`config.mk`:
```
export PLATFORM = sky130hd
export DESIGN_NAME = uart_tx_arbiter
export DESIGN_NICKNAME = d
export VERILOG_FILES = /design/src/rtl/uart_tx_arbiter.sv
export SDC_FILE = /design/constraint.sdc
export NUM_CORES = 1
export LEC_CHECK = 0
export CORE_MARGIN = 1
export CORE_UTILIZATION = 30
export CTS_CLUSTER_SIZE = 16
export DETAILED_ROUTE_END_ITERATION = 10
export PLACE_DENSITY = 0.61
export SLEW_MARGIN = 25
export SYNTH_ARGS = -nofsm -noshare
export SYNTH_HDL_FRONTEND = slang
export SYNTH_SLANG_ARGS = --single-unit
export TNS_END_PERCENT = 50
```
`constraint.sdc`:
```
create_clock -name clk -period 2.06 [get_ports clk]
set_clock_uncertainty 0.05 [all_clocks]
set_input_delay 0.412 -clock clk [delete_from_list [all_inputs] [get_ports clk]]
set_output_delay 0.412 -clock clk [all_outputs]
set_load 0.03 [all_outputs]
```
`src/rtl/uart_tx_arbiter.sv`:
```
// uart_tx_arbiter: two byte-stream requesters share one 8N1 UART TX pin.
// Arbitration is per packet: a requester keeps the line from its first byte
// through the byte flagged last. With no lock, simultaneous requests are
// served round-robin. A lock whose owner goes quiet for LOCK_TIMEOUT cycles
// is dropped.
module uart_tx_arbiter #(
  parameter int BAUD_DIV     = 217,
  parameter int LOCK_TIMEOUT = 65535
) (
  input  logic       clk,
  input  logic       reset,
  input  logic       req0_valid,
  input  logic [7:0] req0_data,
  input  logic       req0_last,
  output logic       req0_ready,
  input  logic       req1_valid,
  input  logic [7:0] req1_data,
  input  logic       req1_last,
  output logic       req1_ready,
  output logic [1:0] grant,
  output logic       busy,
  output logic       tx
);

  localparam int BAUD_W = $clog2(BAUD_DIV);
  localparam logic [BAUD_W-1:0] BAUD_LAST = BAUD_W'(BAUD_DIV - 1);
  // The STOP state is one cycle shorter than a bit. The final stop-bit cycle
  // is the IDLE cycle, and the next byte can be accepted in that cycle. This
  // keeps back-to-back frames exactly 10*BAUD_DIV cycles apart.
  localparam logic [BAUD_W-1:0] STOP_LAST = BAUD_W'(BAUD_DIV - 2);

  localparam bit TIMEOUT_EN = (LOCK_TIMEOUT > 0);
  localparam int CNT_W = (LOCK_TIMEOUT > 1) ? $clog2(LOCK_TIMEOUT) : 1;
  localparam logic [CNT_W-1:0] TO_LAST = TIMEOUT_EN ? CNT_W'(LOCK_TIMEOUT - 1) : '0;

  typedef enum logic [1:0] {
    ST_IDLE,
    ST_START,
    ST_DATA,
    ST_STOP
  } state_t;

  state_t             state_reg, state_next;
  logic [BAUD_W-1:0]  baud_cnt_reg, baud_cnt_next;
  logic [2:0]         bit_idx_reg, bit_idx_next;
  logic [7:0]         shift_reg, shift_next;
  logic               tx_reg, tx_next;
  logic               stop_tail_reg;

  logic               lock_reg;
  logic               served_reg;   // index of the requester most recently accepted
  logic [CNT_W-1:0]   to_cnt_reg;

  logic [1:0]         valid_vec;
  logic [1:0]         elig_vec;
  logic [1:0]         ready_vec;
  logic [1:0]         accept_vec;
  logic               accept;
  logic               accept_idx;
  logic [7:0]         acc_data;
  logic               acc_last;
  logic               owner_valid;
  logic               timeout_hit;
  logic               grant_en;

  assign valid_vec   = {req1_valid, req0_valid};
  assign accept_vec  = ready_vec & valid_vec;
  assign accept      = |accept_vec;
  assign accept_idx  = accept_vec[1];
  assign acc_data    = accept_idx ? req1_data : req0_data;
  assign acc_last    = accept_idx ? req1_last : req0_last;
  assign owner_valid = valid_vec[served_reg];
  assign timeout_hit = TIMEOUT_EN && lock_reg && !owner_valid && (to_cnt_reg == TO_LAST);
  assign grant_en    = lock_reg || (state_reg != ST_IDLE);

  // Eligibility: the lock owner only; otherwise the sole requester, or on a
  // tie the one not served most recently.
  always_comb begin
    elig_vec = 2'b00;
    if (lock_reg) begin
      elig_vec[served_reg] = 1'b1;
    end else if (valid_vec == 2'b11) begin
      elig_vec[~served_reg] = 1'b1;
    end else begin
      elig_vec = valid_vec;
    end
  end

  // Per-requester ready and grant bits. grant[1] is req0 and grant[0] is req1.
  // Ready is held low while reset is asserted, so nothing is accepted then.
  genvar gi;
  generate
    for (gi = 0; gi < 2; gi++) begin : g_req
      assign ready_vec[gi] = !reset && (state_reg == ST_IDLE) && elig_vec[gi];
      assign grant[1-gi]   = grant_en && (served_reg == 1'(gi));
    end
  endgenerate

  assign req0_ready = ready_vec[0];
  assign req1_ready = ready_vec[1];

  // busy also covers the final stop-bit cycle, which is spent in IDLE.
  assign busy = (state_reg != ST_IDLE) || stop_tail_reg;
  assign tx   = tx_reg;

  // Serializer next-state logic: bit timing, shifting, and the next pin level.
  always_comb begin
    state_next    = state_reg;
    baud_cnt_next = baud_cnt_reg;
    bit_idx_next  = bit_idx_reg;
    shift_next    = shift_reg;
    case (state_reg)
      ST_IDLE: begin
        if (accept) begin
          shift_next    = acc_data;
          baud_cnt_next = '0;
          state_next    = ST_START;
        end
      end
      ST_START: begin
        if (baud_cnt_reg == BAUD_LAST) begin
          baud_cnt_next = '0;
          bit_idx_next  = 3'd0;
          state_next    = ST_DATA;
        end else begin
          baud_cnt_next = baud_cnt_reg + BAUD_W'(1);
        end
      end
      ST_DATA: begin
        if (baud_cnt_reg == BAUD_LAST) begin
          baud_cnt_next = '0;
          shift_next    = {1'b0, shift_reg[7:1]};
          if (bit_idx_reg == 3'd7) begin
            state_next = ST_STOP;
          end else begin
            bit_idx_next = bit_idx_reg + 3'd1;
          end
        end else begin
          baud_cnt_next = baud_cnt_reg + BAUD_W'(1);
        end
      end
      ST_STOP: begin
        if (baud_cnt_reg == STOP_LAST) begin
          baud_cnt_next = '0;
          state_next    = ST_IDLE;
        end else begin
          baud_cnt_next = baud_cnt_reg + BAUD_W'(1);
        end
      end
      default: begin
        state_next = ST_IDLE;
      end
    endcase

    case (state_next)
      ST_START: tx_next = 1'b0;
      ST_DATA:  tx_next = shift_next[0];
      default:  tx_next = 1'b1;
    endcase
  end

  // Serializer registers. The pin is registered, so it is glitch-free, and reset forces it high at once.
  always_ff @(posedge clk or posedge reset) begin
    if (reset) begin
      state_reg     <= ST_IDLE;
      baud_cnt_reg  <= '0;
      bit_idx_reg   <= 3'd0;
      shift_reg     <= 8'h00;
      tx_reg        <= 1'b1;
      stop_tail_reg <= 1'b0;
    end else begin
      state_reg     <= state_next;
      baud_cnt_reg  <= baud_cnt_next;
      bit_idx_reg   <= bit_idx_next;
      shift_reg     <= shift_next;
      tx_reg        <= tx_next;
      stop_tail_reg <= (state_reg == ST_STOP) && (state_next == ST_IDLE);
    end
  end

  // Packet lock and round-robin history. Acceptance overrides a timeout in the same cycle.
  always_ff @(posedge clk or posedge reset) begin
    if (reset) begin
      lock_reg   <= 1'b0;
      served_reg <= 1'b1;
    end else if (accept) begin
      served_reg <= accept_idx;
      lock_reg   <= !acc_last;
    end else if (timeout_hit) begin
      lock_reg <= 1'b0;
    end
  end

  // Lock idle counter: it runs only while the lock is held and the owner is silent.
  always_ff @(posedge clk or posedge reset) begin
    if (reset) begin
      to_cnt_reg <= '0;
    end else if (accept || !lock_reg || owner_valid || timeout_hit) begin
      to_cnt_reg <= '0;
    end else if (TIMEOUT_EN) begin
      to_cnt_reg <= to_cnt_reg + CNT_W'(1);
    end
  end

endmodule

```
==> impl_metrics.json <==
{
  "die_area_sq_um": 8480,
  "switching_share_pct": 34.7,
  "hold_depth": 1,
  "yosys_warnings": 0,
  "drt-total-wl_mm": 5.55,
  "synthFlopType": "sky130_fd_sc_hd__dfrtp_1",
  "gr-max-usage-layer": "met2",
  "design.portCount": 28,
  "fp-row-count": 32,
  "syn-num-nets": 287,
  "syn_inst": 254,
  "worst_setup_path_end_kind": "output port",
  "power.share.combinational_pct": 43.3,
  "pre_cts_ws_ns": -0.348,
  "power_w": 0.00322,
  "global_route.usage.met2_pct": 22.9,
  "synth_area_per_cell_sq_um": 9.59,
  "vias_in_the_first_global_route": 2062,
  "cp_max_fo": 5,
  "nNetsFinal": 351,
  "cts_root_buf": "sky130_fd_sc_hd__clkbuf_8",
  "cts_max_level": 2,
  "cts_tree": "done",
  "category_of_the_most_critical_setup_path": "in -> out",
  "route.detailed.vias_per_inst": 4.99,
  "max-cap-violations": 0,
  "hold_ws_ns": 0.443,
  "m3_gr_usage_pct": 2.49,
  "hold_path.class": "reg -> reg",
  "fin_crit_ns": 2.03,
  "drt_first_iter_violations": 66,
  "finalCritPeriodShare_pct": 98.7,
  "static-leakage-power_nw": 1.42,
  "drc": 0,
  "die_x_um": 92.1,
  "gp_congestion": 0.813,
  "core_area_sq_um": 7810,
  "clock_insertion_delay_worst_skew_ns": 0.30,
  "power_switching_w": 0.00112,
  "outcome": "finished clean",
  "tightest_slew_ns": 0.531,
  "synth_enable_flop_cells": 0,
  "cts_made_buffers": 5,
  "route.vias.total": 2102,
  "cts.sinks": 41,
  "worstPathArrival_ns": 1.57,
  "final_critical_path_setup_slack_ns": 0.0260,
  "initial_utilization_pct": 31.2,
  "synth-async-reset-ratio_pct": 100,
  "area_growth_pct": 36.3,
  "maxSlewViolCount": 0,
  "synth.lib_cells_used.distinct": 57,
  "hold_violations": 0,
  "cellPowerDensity_nw_per_um2": 970,
  "p_clk_share_pct": 24.0,
  "grt.total_usage_pct": 14.2,
  "fraction_of_layout_instances_using_a_drive_strength_above_1_pct": 25.4,
  "grt_pass1_wl_mm": 9.62,
  "dr_pass1_iterations": 4,
  "synth_area_sq_um": 2440,
  "wl_per_cell_um": 13.2,
  "initial_antenna_violation_count": 0,
  "postCtsHoldBufs": 0,
  "drtAntennaViolNets": 0,
  "clkSlewWorstSetupHoldPaths_ns": 0.08,
  "grt_start_max_net_pins": 42,
  "dp_hpwl_mm": 4.05,
  "synth-seq-area-share_pct": 42.2,
  "share_seq_of_total_power_pct": 32.6,
  "met1_usage_pct": 19.2,
  "die_y_um": 92.1,
  "number_of_flip_flops_in_the_largest_register": 16,
  "setup-violations-final": 0,
  "grt_overflow": 0,
  "rsz0062_at_grt": "yes",
  "critical_path_required_ns": 1.60,
  "vdd_drop_max_uv": 328,
  "worstRegToRegCells": 9,
  "max-clock-path-buffers": 2,
  "timing.critical_path.from_type": "primary input",
  "intPower_w": 0.00210,
  "max-slew-margin-rel_pct": 64.6,
  "buffer_ports.inserted": 27,
  "clock.fmax_mhz": 492,
  "n_antenna_cell": 0,
  "ys_seq_elements": 41
}
-- layout make-up --
class | count | area (sq um)
Clock buffer | 5 | 68.8
Clock inverter | 3 | 65.1
Inverter | 14 | 56.3
Multi-Input combinational cell | 191 | 1400
Timing Repair Buffer | 65 | 577
Tap cell | 102 | 128
Fill cell | 780 | 4490
Sequential cell | 41 | 1030
-- per-stage QoR --
step / std cells / TNS [ns] / area, sq um / util, %
floorplan: 254 / -0.0631 / 2460 / -
global placement: 410 / -7.52 / 3090 / 39.6
detailed placement: 410 / -8.03 / 3090 / 39.6
CTS: 418 / 0 / 3240 / 41.5
global route: 421 / -0.220 / 3320 / 42.5
finish: 421 / 0 / 3320 / 42.5
-- cell usage after synthesis (all sizes together) (3+ instances only) --
| cell type | n | share of area, % |
|---|---|---|
| dfrtp | 39 | 40 |
| nor2 | 21 | 3.2 |
| nand2 | 20 | 3.1 |
| o21ai | 19 | 3.9 |
| inv | 14 | 2.2 |
| nor3 | 14 | 3.3 |
| ha | 11 | 5.6 |
| a21oi | 10 | 2.1 |
| mux2i | 9 | 3.7 |
| xor2 | 9 | 3.2 |
| nand3 | 7 | 1.4 |
| xnor2 | 7 | 2.5 |
| nand4 | 6 | 1.5 |
| a211oi | 5 | 1.7 |
| a221o | 5 | 2.1 |
| buf | 5 | 1.0 |
| a21o | 4 | 1.2 |
| and3 | 4 | 1.0 |
| clkbuf | 3 | 0.51 |
| o31ai | 3 | 1.1 |
-- kinds of logic after synthesis --
logic type	Yosys count	synth area share, %
AND/OR/NAND/NOR	91	20.0
AO/OA/AOI/OAI	62	18.0
flip-flops	41	42.2
buffers and inverters	22	3.70
XOR/XNOR	16	5.75
multiplexers	11	4.62
adder cells (fa/ha/maj)	11	5.65
-- final timing paths --
| path | start | end | slack [ns] |
|---|---|---|---|
| max | req1_valid | req0_ready | 0.03 |
| min in group asynchronous | reset | shift_reg[3] | 0.49 |
| min | shift_reg[7] | shift_reg[7] | 0.44 |
| max in group asynchronous | reset | tx | 1.08 |
| max reg2reg | state_reg[1] | tx | 0.06 |
| min reg2reg | shift_reg[7] | shift_reg[7] | 0.44 |
-- critical path, cell delays in order --
cell and delay (ns):
sky130_fd_sc_hd__clkdlybuf4s50_1 0.53, sky130_fd_sc_hd__inv_1 0.11, sky130_fd_sc_hd__buf_4 0.17, sky130_fd_sc_hd__o21ai_2 0.15
sky130_fd_sc_hd__a21oi_2 0.07, sky130_fd_sc_hd__buf_6 0.13
-- layout by cell type, fill, tap and decap left out, types with 2 or more instances in the layout --
cell                              count
sky130_fd_sc_hd__a211oi_1             4
sky130_fd_sc_hd__a21boi_1             2
sky130_fd_sc_hd__a21o_1               4
sky130_fd_sc_hd__a21oi_1              9
sky130_fd_sc_hd__a221o_1              5
sky130_fd_sc_hd__a221oi_2             2
sky130_fd_sc_hd__a22o_1               2
sky130_fd_sc_hd__a31oi_1              2
sky130_fd_sc_hd__and3_1               4
sky130_fd_sc_hd__buf_12               2
sky130_fd_sc_hd__buf_4               39
sky130_fd_sc_hd__buf_6                2
sky130_fd_sc_hd__bufinv_16            2
sky130_fd_sc_hd__clkbuf_8             5
sky130_fd_sc_hd__clkdlybuf4s50_1     20
sky130_fd_sc_hd__dfrtp_1             39
sky130_fd_sc_hd__dfstp_2              2
sky130_fd_sc_hd__ha_1                10
sky130_fd_sc_hd__inv_1               11
sky130_fd_sc_hd__inv_2                2
sky130_fd_sc_hd__mux2_2               2
sky130_fd_sc_hd__mux2i_1              8
sky130_fd_sc_hd__nand2_1             20
sky130_fd_sc_hd__nand3_1              7
sky130_fd_sc_hd__nand4_1              6
sky130_fd_sc_hd__nor2_1              21
sky130_fd_sc_hd__nor2b_1              2
sky130_fd_sc_hd__nor3_1              10
sky130_fd_sc_hd__nor3_2               4
sky130_fd_sc_hd__o21ai_0             17
sky130_fd_sc_hd__o31ai_1              2
sky130_fd_sc_hd__xnor2_1              7
sky130_fd_sc_hd__xor2_1               9
-- per-layer routing --
metal  up-vias  share of wire [%]
met2        22                 48
met4         0                1.2
met5         -                  0
li1       1046                  -
met3         7                2.7
met1      1027                 48
-- power by group through the flow --
stage / Clock, W / Combinational [W] / Sequential, W
finish: 0.000774 / 0.00140 / 0.00105
global placement: 0 / 0.00128 / 0.00106
CTS: 0.000803 / 0.00133 / 0.00105
global route: 0.000830 / 0.00153 / 0.00107
floorplan: 0 / 0.000767 / 0.00105
detailed placement: 0 / 0.00130 / 0.00106
-- repair_timing --
action                     CTS  global route
setup endpoints to repair    8            27
pin swaps                    0             2
setup buffers                0             3
resized for setup            7            13
No activity file was read; power rests on OpenSTA's default activity.
